### src/rtl/upd7800_bus_pkg.sv
// Shared types and defaults for the uPD7800 bus responder: FSM state encoding,
// default work-RAM window placement and the window-hit helper.
package upd7800_bus_pkg;

  typedef enum logic [2:0] {
    BRS_IDLE     = 3'd0,
    BRS_RD_RAM   = 3'd1,
    BRS_RD_MEM   = 3'd2,
    BRS_RD_DRIVE = 3'd3,
    BRS_RD_DRAIN = 3'd4,
    BRS_WR_MEM   = 3'd5
  } e_brs;

  localparam logic [15:0] WRAM_BASE_DEF = 16'hFF80;
  localparam int          WRAM_AW_DEF   = 7;

  // The window always runs to the top of the address space, so a single compare suffices.
  function automatic logic wram_hit(input logic [15:0] addr, input logic [15:0] base);
    return (addr >= base);
  endfunction

endpackage

### src/rtl/upd7800_wram.sv
// Single-port synchronous work RAM, 2^AW bytes, one read/write port, 1-cycle read latency.
module upd7800_wram #(
  parameter int AW = 7
) (
  input  logic          clk,
  input  logic          we,
  input  logic [AW-1:0] addr,
  input  logic [7:0]    wdata,
  output logic [7:0]    rdata
);

  logic [7:0] mem [2**AW];

  // Contents are deliberately not reset; read returns the old byte on a write cycle.
  always_ff @(posedge clk) begin
    if (we) begin
      mem[addr] <= wdata;
    end
    rdata <= mem[addr];
  end

endmodule

### src/rtl/upd7800_bus_responder.sv
// uPD7800 bus responder: serves the internal work-RAM window (enabled by UPD7800_WRAM_EN)
// and forwards every other access to a request/acknowledge backend port.
module upd7800_bus_responder
  import upd7800_bus_pkg::*;
#(
  parameter logic [15:0] WRAM_BASE = WRAM_BASE_DEF,
  parameter int          WRAM_AW   = WRAM_AW_DEF
) (
  input  logic        CLK,
  input  logic        RESETB,
  input  logic [15:0] A,
  input  logic [7:0]  DB_I,
  output logic [7:0]  DB_O,
  output logic        DB_OE,
  input  logic        RDB,
  input  logic        WRB,
  input  logic        M1,
  output logic [15:0] MEM_A,
  output logic        MEM_RD,
  output logic        MEM_WR,
  output logic [7:0]  MEM_DO,
  input  logic [7:0]  MEM_DI,
  input  logic        MEM_ACK,
  output logic [15:0] FETCH_CNT,
  output logic        LATE,
  output logic        ERR
);

  e_brs        state;
  logic        rdb_q;
  logic        wrb_q;
  logic        both_low_q;
  logic        wr_cancel;
  logic [15:0] a_q;
  logic [7:0]  dbi_q;
  logic [15:0] fetch_cnt;

  logic        is_idle;
  logic        rd_fall;
  logic        wr_rise;
  logic        both_low;
  logic        both_low_first;
  logic        rd_start;
  logic        wr_start;
  logic        err_cond;
  logic        hit_rd;
  logic        hit_wr;

  assign is_idle        = (state == BRS_IDLE);
  assign rd_fall        = rdb_q & ~RDB;
  assign wr_rise        = ~wrb_q & WRB;
  assign both_low       = ~RDB & ~WRB;
  assign both_low_first = both_low & ~both_low_q;
  assign rd_start       = is_idle & rd_fall & WRB;
  // A write whose low phase overlapped a read strobe has already been flagged and is dropped.
  assign wr_start       = is_idle & wr_rise & ~wr_cancel;
  assign err_cond       = both_low_first
                        | (rd_fall & ~is_idle)
                        | (wr_rise & ~is_idle & ~wr_cancel);

  assign DB_OE     = (state == BRS_RD_DRIVE) & ~RDB;
  assign FETCH_CNT = fetch_cnt;

`ifdef UPD7800_WRAM_EN
  logic               ram_we;
  logic [WRAM_AW-1:0] ram_addr;
  logic [7:0]         ram_rdata;

  assign hit_rd   = wram_hit(A, WRAM_BASE);
  assign hit_wr   = wram_hit(a_q, WRAM_BASE);
  assign ram_we   = wr_start & hit_wr;
  // Reads present the live bus address so the data is ready one edge after the strobe edge.
  assign ram_addr = ram_we ? a_q[WRAM_AW-1:0] : A[WRAM_AW-1:0];

  upd7800_wram #(
    .AW    (WRAM_AW)
  ) u_wram (
    .clk   (CLK),
    .we    (ram_we),
    .addr  (ram_addr),
    .wdata (dbi_q),
    .rdata (ram_rdata)
  );
`else
  logic unused_cfg;

  assign hit_rd     = 1'b0;
  assign hit_wr     = 1'b0;
  assign unused_cfg = ^{WRAM_BASE, 8'(WRAM_AW)};
`endif

  // Strobe history, write capture, error/late pulses, fetch counter and the access FSM.
  always_ff @(posedge CLK or negedge RESETB) begin
    if (!RESETB) begin
      state      <= BRS_IDLE;
      rdb_q      <= 1'b1;
      wrb_q      <= 1'b1;
      both_low_q <= 1'b0;
      wr_cancel  <= 1'b0;
      a_q        <= 16'h0000;
      dbi_q      <= 8'h00;
      fetch_cnt  <= 16'h0000;
      DB_O       <= 8'hFF;
      MEM_A      <= 16'h0000;
      MEM_DO     <= 8'h00;
      MEM_RD     <= 1'b0;
      MEM_WR     <= 1'b0;
      LATE       <= 1'b0;
      ERR        <= 1'b0;
    end else begin
      rdb_q      <= RDB;
      wrb_q      <= WRB;
      both_low_q <= both_low;
      a_q        <= A;
      dbi_q      <= DB_I;
      ERR        <= err_cond;
      LATE       <= 1'b0;

      if (both_low_first) begin
        wr_cancel <= 1'b1;
      end else if (WRB) begin
        wr_cancel <= 1'b0;
      end else begin
        wr_cancel <= wr_cancel;
      end

      if (rd_start && M1) begin
        fetch_cnt <= fetch_cnt + 16'd1;
      end

      case (state)
        BRS_IDLE: begin
          if (rd_start) begin
            if (hit_rd) begin
              state <= BRS_RD_RAM;
            end else begin
              MEM_A  <= A;
              MEM_RD <= 1'b1;
              state  <= BRS_RD_MEM;
            end
          end else if (wr_start && !hit_wr) begin
            MEM_A  <= a_q;
            MEM_DO <= dbi_q;
            MEM_WR <= 1'b1;
            state  <= BRS_WR_MEM;
          end
        end
`ifdef UPD7800_WRAM_EN
        BRS_RD_RAM: begin
          DB_O  <= ram_rdata;
          state <= BRS_RD_DRIVE;
        end
`endif
        BRS_RD_MEM: begin
          if (MEM_ACK) begin
            DB_O   <= MEM_DI;
            MEM_RD <= 1'b0;
            state  <= BRS_RD_DRIVE;
          end else if (RDB) begin
            // CPU gave up before the backend answered; the request must still be drained.
            LATE  <= 1'b1;
            state <= BRS_RD_DRAIN;
          end
        end
        BRS_RD_DRIVE: begin
          if (RDB) begin
            state <= BRS_IDLE;
          end
        end
        BRS_RD_DRAIN: begin
          if (MEM_ACK) begin
            MEM_RD <= 1'b0;
            state  <= BRS_IDLE;
          end
        end
        BRS_WR_MEM: begin
          if (MEM_ACK) begin
            MEM_WR <= 1'b0;
            state  <= BRS_IDLE;
          end
        end
        default: begin
          MEM_RD <= 1'b0;
          MEM_WR <= 1'b0;
          state  <= BRS_IDLE;
        end
      endcase
    end
  end

endmodule

### config.mk
export PLATFORM = sky130hd
export DESIGN_NAME = upd7800_bus_responder
export DESIGN_NICKNAME = d
export VERILOG_FILES = /design/src/rtl/upd7800_bus_pkg.sv /design/src/rtl/upd7800_wram.sv /design/src/rtl/upd7800_bus_responder.sv
export SDC_FILE = /design/constraint.sdc
export NUM_CORES = 1
export LEC_CHECK = 0
export CAP_MARGIN = 15
export CORE_ASPECT_RATIO = 0.75
export CORE_UTILIZATION = 25
export DETAILED_ROUTE_END_ITERATION = 12
export GPL_TIMING_DRIVEN = 0
export PLACE_DENSITY_LB_ADDON = 0.05
export SLEW_MARGIN = 40
export SYNTH_ARGS = -nofsm -noshare
export SYNTH_HDL_FRONTEND = slang
export SYNTH_HIERARCHICAL = 1
export SYNTH_SLANG_ARGS = --single-unit
### constraint.sdc
create_clock -name CLK -period 3.8 [get_ports CLK]
set_clock_uncertainty 0.05 [all_clocks]
set_input_delay 0.57 -clock CLK [delete_from_list [all_inputs] [get_ports CLK]]
set_output_delay 0.57 -clock CLK [all_outputs]
set_load 0.05 [all_outputs]
Word-level counts from Yosys, hierarchy flattened:

Cells that the tools add are included.

* reduce and logical (&&, ||, !) cells: 14
* muxes and demuxes: 20
* $add $sub $neg: 1
* eq/ne operators: 13
* bitwise operators: 23

Operators by type and width (number)
* $mux 16: 2
* $mux 3: 6
* $add 16x1->16 const B: 1
* $and 1x1->1: 12
* $pmux 3 s4: 1
* $mux 1: 9
* $not 1->1: 9
* $ne 2x1->1 const B: 4
* $reduce_and 4->1: 2
* $eq 3x2->1 const B: 2
* $eq 3x3->1 const B: 2
* $ne 2x2->1 const B: 3
* $pmux 1 s3: 2
* $reduce_and 3->1: 2
* $reduce_or 2->1: 3
* $reduce_and 2->1: 2
* $reduce_bool 2->1: 2
* $logic_not 3->1: 1
* $ne 3x1->1 const B: 1
* $ne 3x3->1 const B: 1
* $reduce_or 3->1: 1
* $or 1x1->1: 2
* $logic_and 1x1->1: 1

* register bits after elaboration: 83
* output and inout bits: 53
* bits of input ports: 38

Depth between registers and ports, before layout:

* word-level depth: 7
* mapped depth: 7
* gate-level depth less buffers: 5

Worst setup path after synthesis:

OpenSTA, ideal clock, no wires.

* path type: input port to output port
* start: in RDB
* end: out DB_OE
* stages on the path: 2
* arrival: 1373 ps
* buffers on the path: 0
* setup slack: 1807 ps
* required time: 3180 ps
* cell sequence: nand2b_1 > nor2_1

* cells in the longest elaborated chain, start to end: 2

Ends and longest elaborated chain
* start: declaration: line upd7800_bus_responder.sv:15 `input logic RDB,`
* $not 1->1: line upd7800_bus_responder.sv:61 `assign DB_OE = (state == BRS_RD_DRIVE) & ~RDB;`
* $and 1x1->1: line upd7800_bus_responder.sv:61
* end: declaration: line upd7800_bus_responder.sv:14 `output logic DB_OE,`

No other way between the ends.

Final worst setup path:

Ends and elaborated chain as after synthesis.

==> results.md <==
- Register area share after synthesis: 0.666
- Net Sw Frac: 0.400
- Resized cells post-CTS: 0
- Post-synth EDFFs: 0
- Clock power share: 0.240
- Root buffer cell: clkbuf_16
- Commonest cells after routing, fill and taps aside: clkdlybuf4s50_1, dfrtp_1, nor2_1, a21oi_1
- Syn_area_per_cell: ~13 µm²
- Tmin final: around 3000 ps
- Die Area: 13000 µm²
- Number of vias per cell: between 4 and 5
- CP top delay family: buffers and inverters
- Arrival time at the worst endpoint: ~2400 ps
- Hold Path Class: in -> async
- Worst path most repeated cell: clkdlybuf4s50_1
- CP endpoint kind: output port
- DRT iter0 DRCs: between 80 and 90
- Htree depth: 3
- #FFs+latches synth: 83
- TritonCTS buffer count: 9
- Initial Utilization: 0.256
- Combinational power share: 0.429
- Final GP Congestion: between 0.7 and 0.8
- WP data required: around 3200 ps
- Psw: roughly 1500 µW
- Power Internal: roughly 2300 µW
- Syn-to-layout area delta: 46.2%
- Hold buffers post-CTS: 0
- Critical path type: in -> out
- Clk_lat worst skew: 330 ps
- Max Slew Vio Count: 0
- Placement Rows: 35
- Leak: approximately 0.0019 µW
- Ratio of cells with drive above 1 in the final layout: 0.152
- Slew @ Worst Pin: a little under 800 ps
- Total power: around 3800 µW
- Die Height: between 90 and 100 µm
- First-pass GRT wire length: approximately 12000 µm
- Hold Fails Final Rpt: 0
- Vias in the first global route: ~2300
- Outcome: finished clean
- Grt ovf: 0
- Initial antenna violation count: 0
- Post-Syn Nets: 280
- Post-synth top flop: dfrtp_1
- Post-Syn Area: 3140 µm²
- Routed wire length: 7460 µm
- Die W: 131 µm
- Clock transition at path regs: around 60 ps
- Core area: about 12000 µm²
- Endpoints failing setup: 0
- Final cycle utilization of the critical path: 0.788
- Final HPWL DP: around 5000 µm
- Nets: around 380
- Clock Path Buffers: 2
- Async S/R FF share, synth: 1.00
- CP Launch Type: primary input
- Largest net degree at the start of global routing: 58
- Power per Cell Area: approximately 830 nW/µm²
- Sequential power share: 0.331
- RSZ-0062 raised after global routing: no
- Placed cells: 498
- WP buf/inv: 2
- VDD IR max: between 0.0004 and 0.0005 V
- DR DRC count: 0
- Clock sinks: 83
- Slowest CP cell: clkdlybuf4s50_1
- Max Fclk: approximately 330 MHz
- CTS tree: done
- Max transition margin: 0.469
- Max-Cap Viols: 0
- Post-Synthesis Cells: about 240
- IO Pins: 91
- Crit-path max cell delay: approximately 840 ps
- Routed vias: 2225
- Drt wl/cell: about 15 µm
- GRT Overall Usage: 0.124
- Crit-path max FO: 10
- Commonest non-fill, non-tap cell in the layout: clkdlybuf4s50_1
- Antenna Nets Post-Route: 0
- N_diodes: 0
- 1st-pass router iterations: 3
- IO buf count: 90
- Cell Count, Final, Fillers Out: 514
- Distinct cells, synth: 41
- Postcts setup bufs: 0
- Syn. warnings: 6
- Filler cell count in the final layout: 1234
- Crit-path cells: clkdlybuf4s50_1 -> nand2b_1 -> nor2_1 -> clkdlybuf4s50_1
through the flow:
stage               utilization  setup WS (ps)  TNS [ps]  hold slack (ps)  area (µm²)
global route              0.374            681         0             48.8        4580
detailed placement        0.349            596         0              408        4270
floorplan                     -           1810         0              224        3140
finish                    0.374            805         0             46.3        4580
CTS                       0.374            781         0             41.1        4580
global placement          0.346          -1110    -81040              407        4250
cell type report:
type                    count  area [µm²]  share of cell area
repair buffers             91         930               0.203
clock buffers              11         233              0.0508
plain buffers              10        48.8              0.0106
flip-flops and latches     83        2090               0.456
clock inverters             5        77.6              0.0169
multi-input cells         146         991               0.216
well taps                 166         208              0.0453
inverters                   2        7.51             0.00164
kinds of logic (layout without fill, tap and decap cells):
group	Yosys count	in the layout	synth area share
adder cells (fa/ha/maj)	1	1	0.00399
buffers and inverters	12	119	0.0179
AO/OA/AOI/OAI	48	48	0.0929
AND/OR/NAND/NOR	65	65	0.116
flip-flops	83	83	0.666
XOR/XNOR	15	15	0.0419
multiplexers	17	17	0.0610
layer usage:
| metal | vias to the layer above | track usage | routed length, µm |
|---|---|---|---|
| met3 | 8 | 0.0478 | 433 |
| met2 | 56 | 0.176 | 3130 |
| met4 | 0 | 0.0429 | 88 |
| li1 | 1067 | - | - |
| met5 | - | 0 | 0 |
| met1 | 1094 | 0.170 | 3820 |
path summary, 6_finish.rpt:
kind | from | end | slack, ps | cells after the start
max | RDB | DB_OE | 810 | 4
min | RESETB | a_q[11]$_DFF_PN0_ | 50 | 1
max reg2reg | rdb_q$_DFF_PN1_ | MEM_A[9]$_DFFE_PN0P_ | 1430 | 6
min reg2reg | dbi_q[7]$_DFF_PN0_ | MEM_DO[7]$_DFFE_PN0P_ | 420 | 1
max in group asynchronous | RESETB | DB_O[0]$_DFFE_PN1P_ | 3040 | 2
min in group CLK | dbi_q[7]$_DFF_PN0_ | MEM_DO[7]$_DFFE_PN0P_ | 420 | 1
sequential cells by signal, indices dropped and copies added, names as in the netlist, 3 cells and up:
| register | flops |
|---|---|
| FETCH_CNT | 16 |
| MEM_A | 16 |
| a_q | 16 |
| DB_O | 8 |
| MEM_DO | 8 |
| dbi_q | 8 |
| state | 3 |
cells in the mapped netlist, drive strengths merged, types with 2 or more instances:
| cell type | n | area (µm²) |
|---|---|---|
| o21ai | 4 | 20.0 |
| buf | 5 | 30.0 |
| nand4 | 5 | 31.3 |
| nor3 | 2 | 15.0 |
| dfrtp | 73 | 1830 |
| a21oi | 21 | 109 |
| o22ai | 17 | 106 |
| dfstp | 10 | 263 |
| nand2 | 12 | 47.6 |
| nor2 | 23 | 86.3 |
| clkbuf | 5 | 18.8 |
| xnor2 | 14 | 123 |
| o32a | 3 | 30.0 |
| nand3b | 2 | 15.0 |
| mux2 | 17 | 191 |
| inv | 2 | 7.51 |
| and3 | 3 | 18.8 |
| nand3 | 3 | 15.0 |
| and4 | 2 | 17.5 |
| nand2b | 2 | 12.5 |
power groups by stage:
stage	combinational [µW]	sequential, µW	clock [µW]
3_5_place_dp	1650	1280	0
3_3_place_gp	1650	1280	0
2_1_floorplan	408	1950	0
5_1_grt	1730	1300	991
4_1_cts	1660	1270	957
6_report	1640	1260	918
No activity file was read; power rests on OpenSTA's default activity.
